$ cat src/rtl/uart_tx_engine.sv
// UART transmit engine: one-entry host holding register with a pending flag,
// feeding a start / LSB-first data / optional parity / stop frame serializer.
module uart_tx_engine #(
    parameter int BAUD_DIV   = 5208,
    parameter int DATA_BITS  = 8,
    parameter bit PARITY_EN  = 1'b0,
    parameter bit PARITY_ODD = 1'b0
) (
    input  logic       clk,
    input  logic       reset,
    input  logic       load,
    input  logic [7:0] data_in,
    output logic       tx_rdy,
    output logic       busy,
    output logic       done,
    output logic       tx
);

    typedef enum logic [2:0] {IDLE, START, DATA, PARITY, STOP} state_t;

    localparam logic [15:0] BAUD_LAST = 16'(BAUD_DIV - 1);
    localparam logic [2:0]  BIT_LAST  = 3'(DATA_BITS - 1);
    localparam logic [7:0]  DATA_MASK = 8'((1 << DATA_BITS) - 1);

    // Parity over the active data bits only; the odd/even sense folds in here.
    function automatic logic frame_parity(input logic [7:0] d);
        return (^(d & DATA_MASK)) ^ PARITY_ODD;
    endfunction

    state_t      state, state_n;
    logic [15:0] baud_cnt, baud_cnt_n;
    logic [2:0]  bit_cnt, bit_cnt_n;
    logic        pending, pending_n;
    logic [7:0]  hold, hold_n;
    logic [7:0]  shift, shift_n;
    logic        par, par_n;
    logic        tx_n, busy_n, done_n, rdy_n;
    logic        baud_last;
    logic        load_take;

    assign baud_last = (baud_cnt == BAUD_LAST);
    assign load_take = load & tx_rdy;

    always_comb begin
        state_n    = state;
        baud_cnt_n = baud_cnt + 16'd1;
        bit_cnt_n  = bit_cnt;
        pending_n  = pending;
        hold_n     = hold;
        shift_n    = shift;
        par_n      = par;

        // load is only taken while pending is clear and transfers only happen
        // while it is set, so the two updates below never collide.
        if (load_take) begin
            pending_n = 1'b1;
            hold_n    = data_in;
        end

        case (state)
            IDLE: begin
                baud_cnt_n = 16'd0;
                if (pending) begin
                    shift_n   = hold;
                    par_n     = frame_parity(hold);
                    pending_n = 1'b0;
                    bit_cnt_n = 3'd0;
                    state_n   = START;
                end
            end
            START: begin
                if (baud_last) begin
                    baud_cnt_n = 16'd0;
                    bit_cnt_n  = 3'd0;
                    state_n    = DATA;
                end
            end
            DATA: begin
                if (baud_last) begin
                    baud_cnt_n = 16'd0;
                    shift_n    = {1'b0, shift[7:1]};
                    if (bit_cnt == BIT_LAST) begin
                        state_n = PARITY_EN ? PARITY : STOP;
                    end else begin
                        bit_cnt_n = bit_cnt + 3'd1;
                    end
                end
            end
            PARITY: begin
                if (baud_last) begin
                    baud_cnt_n = 16'd0;
                    state_n    = STOP;
                end
            end
            STOP: begin
                if (baud_last) begin
                    baud_cnt_n = 16'd0;
                    // A waiting byte goes straight into the next start bit.
                    if (pending) begin
                        shift_n   = hold;
                        par_n     = frame_parity(hold);
                        pending_n = 1'b0;
                        bit_cnt_n = 3'd0;
                        state_n   = START;
                    end else begin
                        state_n = IDLE;
                    end
                end
            end
            default: begin
                baud_cnt_n = 16'd0;
                state_n    = IDLE;
            end
        endcase

        tx_n = 1'b1;
        case (state)
            START:   tx_n = 1'b0;
            DATA:    tx_n = shift[0];
            PARITY:  tx_n = par;
            default: tx_n = 1'b1;
        endcase
        busy_n = (state != IDLE);
        done_n = (state == STOP) && baud_last;
        rdy_n  = ~pending_n;
    end

    // Registered control and line outputs; these lag the state by one clock.
    always_ff @(posedge clk) begin
        if (reset) begin
            state    <= IDLE;
            baud_cnt <= 16'd0;
            bit_cnt  <= 3'd0;
            pending  <= 1'b0;
            tx       <= 1'b1;
            busy     <= 1'b0;
            done     <= 1'b0;
            tx_rdy   <= 1'b1;
        end else begin
            state    <= state_n;
            baud_cnt <= baud_cnt_n;
            bit_cnt  <= bit_cnt_n;
            pending  <= pending_n;
            tx       <= tx_n;
            busy     <= busy_n;
            done     <= done_n;
            tx_rdy   <= rdy_n;
        end
    end

    // Data registers carry no reset; pending and state qualify their use.
    always_ff @(posedge clk) begin
        hold  <= hold_n;
        shift <= shift_n;
        par   <= par_n;
    end

endmodule

$ cat config.mk
export PLATFORM = sky130hd
export DESIGN_NAME = uart_tx_engine
export DESIGN_NICKNAME = d
export VERILOG_FILES = /design/src/rtl/uart_tx_engine.sv
export SDC_FILE = /design/constraint.sdc
export NUM_CORES = 1
export LEC_CHECK = 0
export BUFFER_PORTS_ARGS = -buffer_cell sky130_fd_sc_hd__buf_2
export CAP_MARGIN = 20
export CORE_UTILIZATION = 45
export CTS_CLUSTER_SIZE = 40
export DETAILED_ROUTE_END_ITERATION = 12
export GPL_TIMING_DRIVEN = 0
export MAX_ROUTING_LAYER = met4
export PLACE_DENSITY = 0.62
export REMOVE_ABC_BUFFERS = 1
export SETUP_SLACK_MARGIN = 0.15
export SLEW_MARGIN = 20
export SYNTH_ARGS = -nofsm -noshare
export SYNTH_HDL_FRONTEND = slang
export SYNTH_SLANG_ARGS = --single-unit
$ cat constraint.sdc
create_clock -name clk -period 2.55 [get_ports clk]
set_input_delay 0.51 -clock clk [delete_from_list [all_inputs] [get_ports clk]]
set_output_delay 0.51 -clock clk [all_outputs]
set_load 0.05 [all_outputs]
Word level (Yosys, flattened, before mapping)
Cells that the tools add are included.
{"block": "word_totals", "output_inout_bits": 4, "regBits": 44, "input_bits": 11}
{"block": "classes", "mux": 26, "bitwise_logic": 3, "n_reduce_logical": 13, "n_eq_ne": 13, "addsub": 2}
{"cell": "2-to-1 mux 3 bit", "count": 11}
{"cell": "2-to-1 mux 8 bit", "count": 3}
{"cell": "one-hot mux 8 bit (3 select lines)", "count": 1}
{"cell": "adder 16 x 1 -> 16 bit (second input constant)", "count": 1}
{"cell": "equality test 16 x 13 -> 1 bit (second input constant)", "count": 1}
{"cell": "one-hot mux 3 bit (5 select lines)", "count": 1}
{"cell": "inequality test 2 bit (second input constant)", "count": 7}
{"cell": "one-hot mux 3 bit (4 select lines)", "count": 1}
{"cell": "parity 8 bit", "count": 1}
{"cell": "equality test 3 x 2 -> 1 bit (second input constant)", "count": 2}
{"cell": "equality test 3 bit (second input constant)", "count": 2}
{"cell": "2-to-1 mux 1 bit", "count": 6}
{"cell": "AND reduction 6 bit", "count": 1}
{"cell": "nonzero test 3 bit", "count": 2}
{"cell": "AND reduction 5 bit", "count": 1}
{"cell": "one-hot mux 1 bit (2 select lines)", "count": 2}
{"cell": "nonzero test 4 bit", "count": 1}
{"cell": "OR reduction 4 bit", "count": 1}
{"cell": "adder 3 x 1 -> 3 bit (second input constant)", "count": 1}
{"cell": "equality test 3 x 1 -> 1 bit (second input constant)", "count": 1}
{"cell": "logical NOT 3 bit", "count": 1}
{"cell": "one-hot mux 1 bit (3 select lines)", "count": 1}
{"cell": "AND reduction 3 bit", "count": 1}
{"cell": "OR reduction 3 bit", "count": 1}
{"cell": "5 further kinds", "count": 6}

Depth between registers and ports, before layout
{"block": "logic_depth", "ltp_word": 6, "ltp_mapped": 7, "mapped_depth_nobuf": 6}

Least setup slack after synthesis
Ideal clock, no wire load.
{"block": "synth_path", "path_type": "register to register", "start": "register baud_cnt[0]", "end": "register shift[0] (enable)", "path_buffers": 0, "setup_ps": 373, "stages_incl_launch_ff": 6, "arrival_ps": 1570, "period_less_slack_ps": 1943, "setup_slack_ps": 607, "path_cell_list": "dfxtp_1 -> ha_1 -> nor4bb_2 -> and4_4 -> o21ai_0 -> a21oi_1"}
{"block": "synth_via", "elab_chain_len": 3, "elab_cells_between_ends": 4, "classes_between": "eq/ne: 3; reduce/logical: 1"}
{"item": "start, declared", "line_no": "31", "text": "logic [15:0] baud_cnt, baud_cnt_n;"}
{"item": "start signal, assigned", "line_no": "141", "text": "baud_cnt <= baud_cnt_n;"}
{"item": "equality test 16 x 13 -> 1 bit *", "line_no": "41", "text": "assign baud_last = (baud_cnt == BAUD_LAST);"}
{"item": "inequality test 2 bit (no line)"}
{"item": "AND reduction 3 bit (no line) *"}
{"item": "end signal, assigned", "line_no": "154", "text": "shift <= shift_n;"}
{"item": "end, declared", "line_no": "35", "text": "logic [7:0] shift, shift_n;"}
Every way passes the cells marked *; elsewhere a longest branch is shown, timed or not.
A chain may end at the register's enable or synchronous reset.

Final worst setup path
{"block": "layout_path", "start": "register baud_cnt[0]", "end": "register shift[5] (enable)"}
Same word-level chain as after synthesis.

==> impl_metrics.yaml <==
critical_path:
  rr_endpoint: "shift[5]"
  crit_cells: 5
  crit_slowest_cell: "a21oi_2"
  path_cells: "ha_1 -> nor4bb_2 -> and4_4 -> o21ai_0 -> a21oi_2"
  startpoint_type: "flop"
  path_class: "reg2reg"
  path_buf_inv: 0
  path_max_fanout: 7
  rrSetupSlack_ps: 440
  cp.required_ps: 2480
  reg2reg_from: "baud_cnt[0]"
  critPathTopFamily: "simple AND/OR/NAND/NOR gates"
  crit_path_end_kind: "flop"
  arrival_ps: 2040
  reg2regPathDepth: 5
  critPathMaxStageDelay_ps: 420
clock_network:
  htree_levels: 2
  clock_path_buffers: 2
  cts_buffers: 5
  cts_root_buffer: "clkbuf_8"
  cts_tree: "yes"
  cts_repair_resize_count: 0
  post_cts_buffers: 0
  clock-sinks: 44
  insertion_delay_ps: 290
  path_clk_slew_ps: 80
  cts_hold_buf: 0
logic_synthesis:
  yosys.area.top_type: "dfxtp_1"
  synth.most_common_cell: "dfxtp_1"
  yosys-top-cells-count: "27 x dfxtp_1, 23 x nand2_1, 22 x nor2_1"
  yosysWarnings: 0
  ys_async_sr_fraction_pct: 0
  ys_types: 37
  syn_area_per_cell_um2: 10.2
  ys.flop_type: "dfxtp_1"
  synth-seq-cells: 44
  synthCells: 194
  synth_area_leaders: "dfxtp_1 27%, edfxtp_1 26%, xor2_1 4.8%"
  synth-edff-count: 17
  ys_seq_area_share_pct: 52.9
  yosysTopAreaCellShare_pct: 27.2
  syn_area_um2: 1990
sta:
  setup_tns_ps: 0
  rsz0062_at_grt: "no"
  maxSlewViolCount: 0
  finalHoldViolCount: 0
  skew_ps: 6.91
  worst_pin_slew_ps: 487
  period_needed_ps: 2110
  finalWorstSetupSlack_ps: 442
  relSlewSlack_pct: 67.1
  timing.final.crit_share_pct: 82.7
  finalSetupViolCount: 0
  max_freq_mhz: 474
job:
  drv_cap: 0
final_layout:
  drive_gt1_share_pct: 12.9
  area.growth.synth_to_final_pct: 10.3
  n_antenna_cell: 0
  final_net_count: 222
floorplan:
  die_width_um: 68.5
  pin_count: 15
  dieArea_um2: 4690
  row_count: 23
  die_h_um: 68.5
  start_util_pct: 48.3
  design.core.area_um2: 4120
power_and_ir_drop:
  vdd_drop_max_uv: 302
  powerDensity_nw_per_um2: 650
  leakage_uw: 0.000754
global_route:
  track_usage_pct: 17.2
  grt_pass1_vias: 1300
  grt_remaining_overflow: 0
  grt_max_degree: 19
  antenna_found_initial: 0
  grt_pass1_wl_um: 5710
detailed_routing:
  drtIter0Drc: 84
  firstDrtPassIters: 4
  vias: 1405
  postRouteAntennaNets: 0
  wirelength_um: 3340
  via_per_inst: 5.42
  drc_errors: 0
  post_drt_wl_per_cell_um: 12.9
min_path:
  worstHoldStart: "data_in[7]"
  holdPathEnd: "hold[7]"
  hold_path_depth: 1
  holdCritPathClass: "in2reg"
placed_design:
  place.port_buffers: 14
  dpl_worst_slack_ps: 242
  place_hpwl_um: 2330
  gp_congestion: 0.748
outcome:
  status: "complete, no violations"
## cell families after synthesis
family	count (synthesis)	share of synthesized area [%]
xor gates and xnor gates	19	8.37
AOI/OAI and AO/OA	25	7.30
and+or+nand+nor	88	24.4
adders and majority gates	4	2.39
DFF	44	52.9
muxes	4	2.01
buffers and inverters	10	2.64
## per-layer routing
layer | routed length, um | track usage, % | up-vias
met5 | 0 | - | -
met4 | 23 | 5.47 | 0
met3 | 119 | 5.00 | 2
met2 | 1560 | 26.6 | 22
met1 | 1640 | 21.4 | 665
li1 | - | - | 716
## state kept, by name, indices dropped and copies added (netlist names)
| signal | cells |
|---|---|
| bit_cnt | 3 |
| shift | 8 |
| baud_cnt | 16 |
| busy | 1 |
| par | 1 |
| hold | 8 |
| tx | 1 |
| pending | 1 |
| state | 3 |
| tx_rdy | 1 |
| done | 1 |
## report_power, final
group / internal (uW) / leakage (uW) / switching (uW)
clock: 285 / 0.0000532 / 222
combinational: 49.9 / 0.000319 / 69.6
sequential: 774 / 0.000382 / 25.5
total: 1110 / 0.000754 / 317
## layout by cell type (no fill, tap or decap), types with 3 or more instances in the layout
| cell | instances |
|---|---|
| ha_1 | 3 |
| and4_1 | 3 |
| clkbuf_8 | 5 |
| xnor2_1 | 8 |
| or4_1 | 3 |
| edfxtp_1 | 17 |
| nor2_1 | 22 |
| mux2i_1 | 4 |
| nand2b_1 | 5 |
| xor2_1 | 11 |
| o31ai_1 | 3 |
| o21ai_0 | 11 |
| nand2_1 | 23 |
| buf_2 | 14 |
| a21oi_1 | 6 |
| nand4_1 | 5 |
| nand3_1 | 5 |
| nor2b_1 | 3 |
| dfxtp_1 | 27 |
| nand3b_1 | 4 |
## per-stage QoR
| step | hold WS [ps] | instance area, um2 | util (%) | total power, uW | std cells |
|---|---|---|---|---|---|
| finish | 395 | 2190 | 53.3 | 1430 | 259 |
| global placement | 439 | 2080 | 50.4 | 928 | 250 |
| CTS | 382 | 2180 | 53.0 | 1450 | 258 |
| global route | 376 | 2190 | 53.3 | 1490 | 259 |
| detailed placement | 450 | 2080 | 50.4 | 935 | 250 |
| floorplan | 426 | 1940 | - | 898 | 186 |
## cell type report
| type | count | area [um2] |
|---|---|---|
| inverters | 2 | 7.51 |
| well taps | 50 | 62.6 |
| flip-flops and latches | 44 | 1050 |
| multi-input cells | 140 | 888 |
| repair buffers | 15 | 77.6 |
| fillers | 374 | 1920 |
| clock buffers | 5 | 68.8 |
| clock inverters | 3 | 37.5 |
## how the worst max path moves through the flow
stage                     slack (ps)  endpoint   startpoint
after floorplan                  610  shift[0]  baud_cnt[0]
after global placement           340  shift[4]  baud_cnt[6]
after detailed placement         240  shift[1]  baud_cnt[0]
after CTS                        210  shift[4]  baud_cnt[0]
after global routing             330  shift[4]  baud_cnt[0]
final                            440  shift[5]  baud_cnt[0]
No activity file was read; power rests on OpenSTA's default activity.
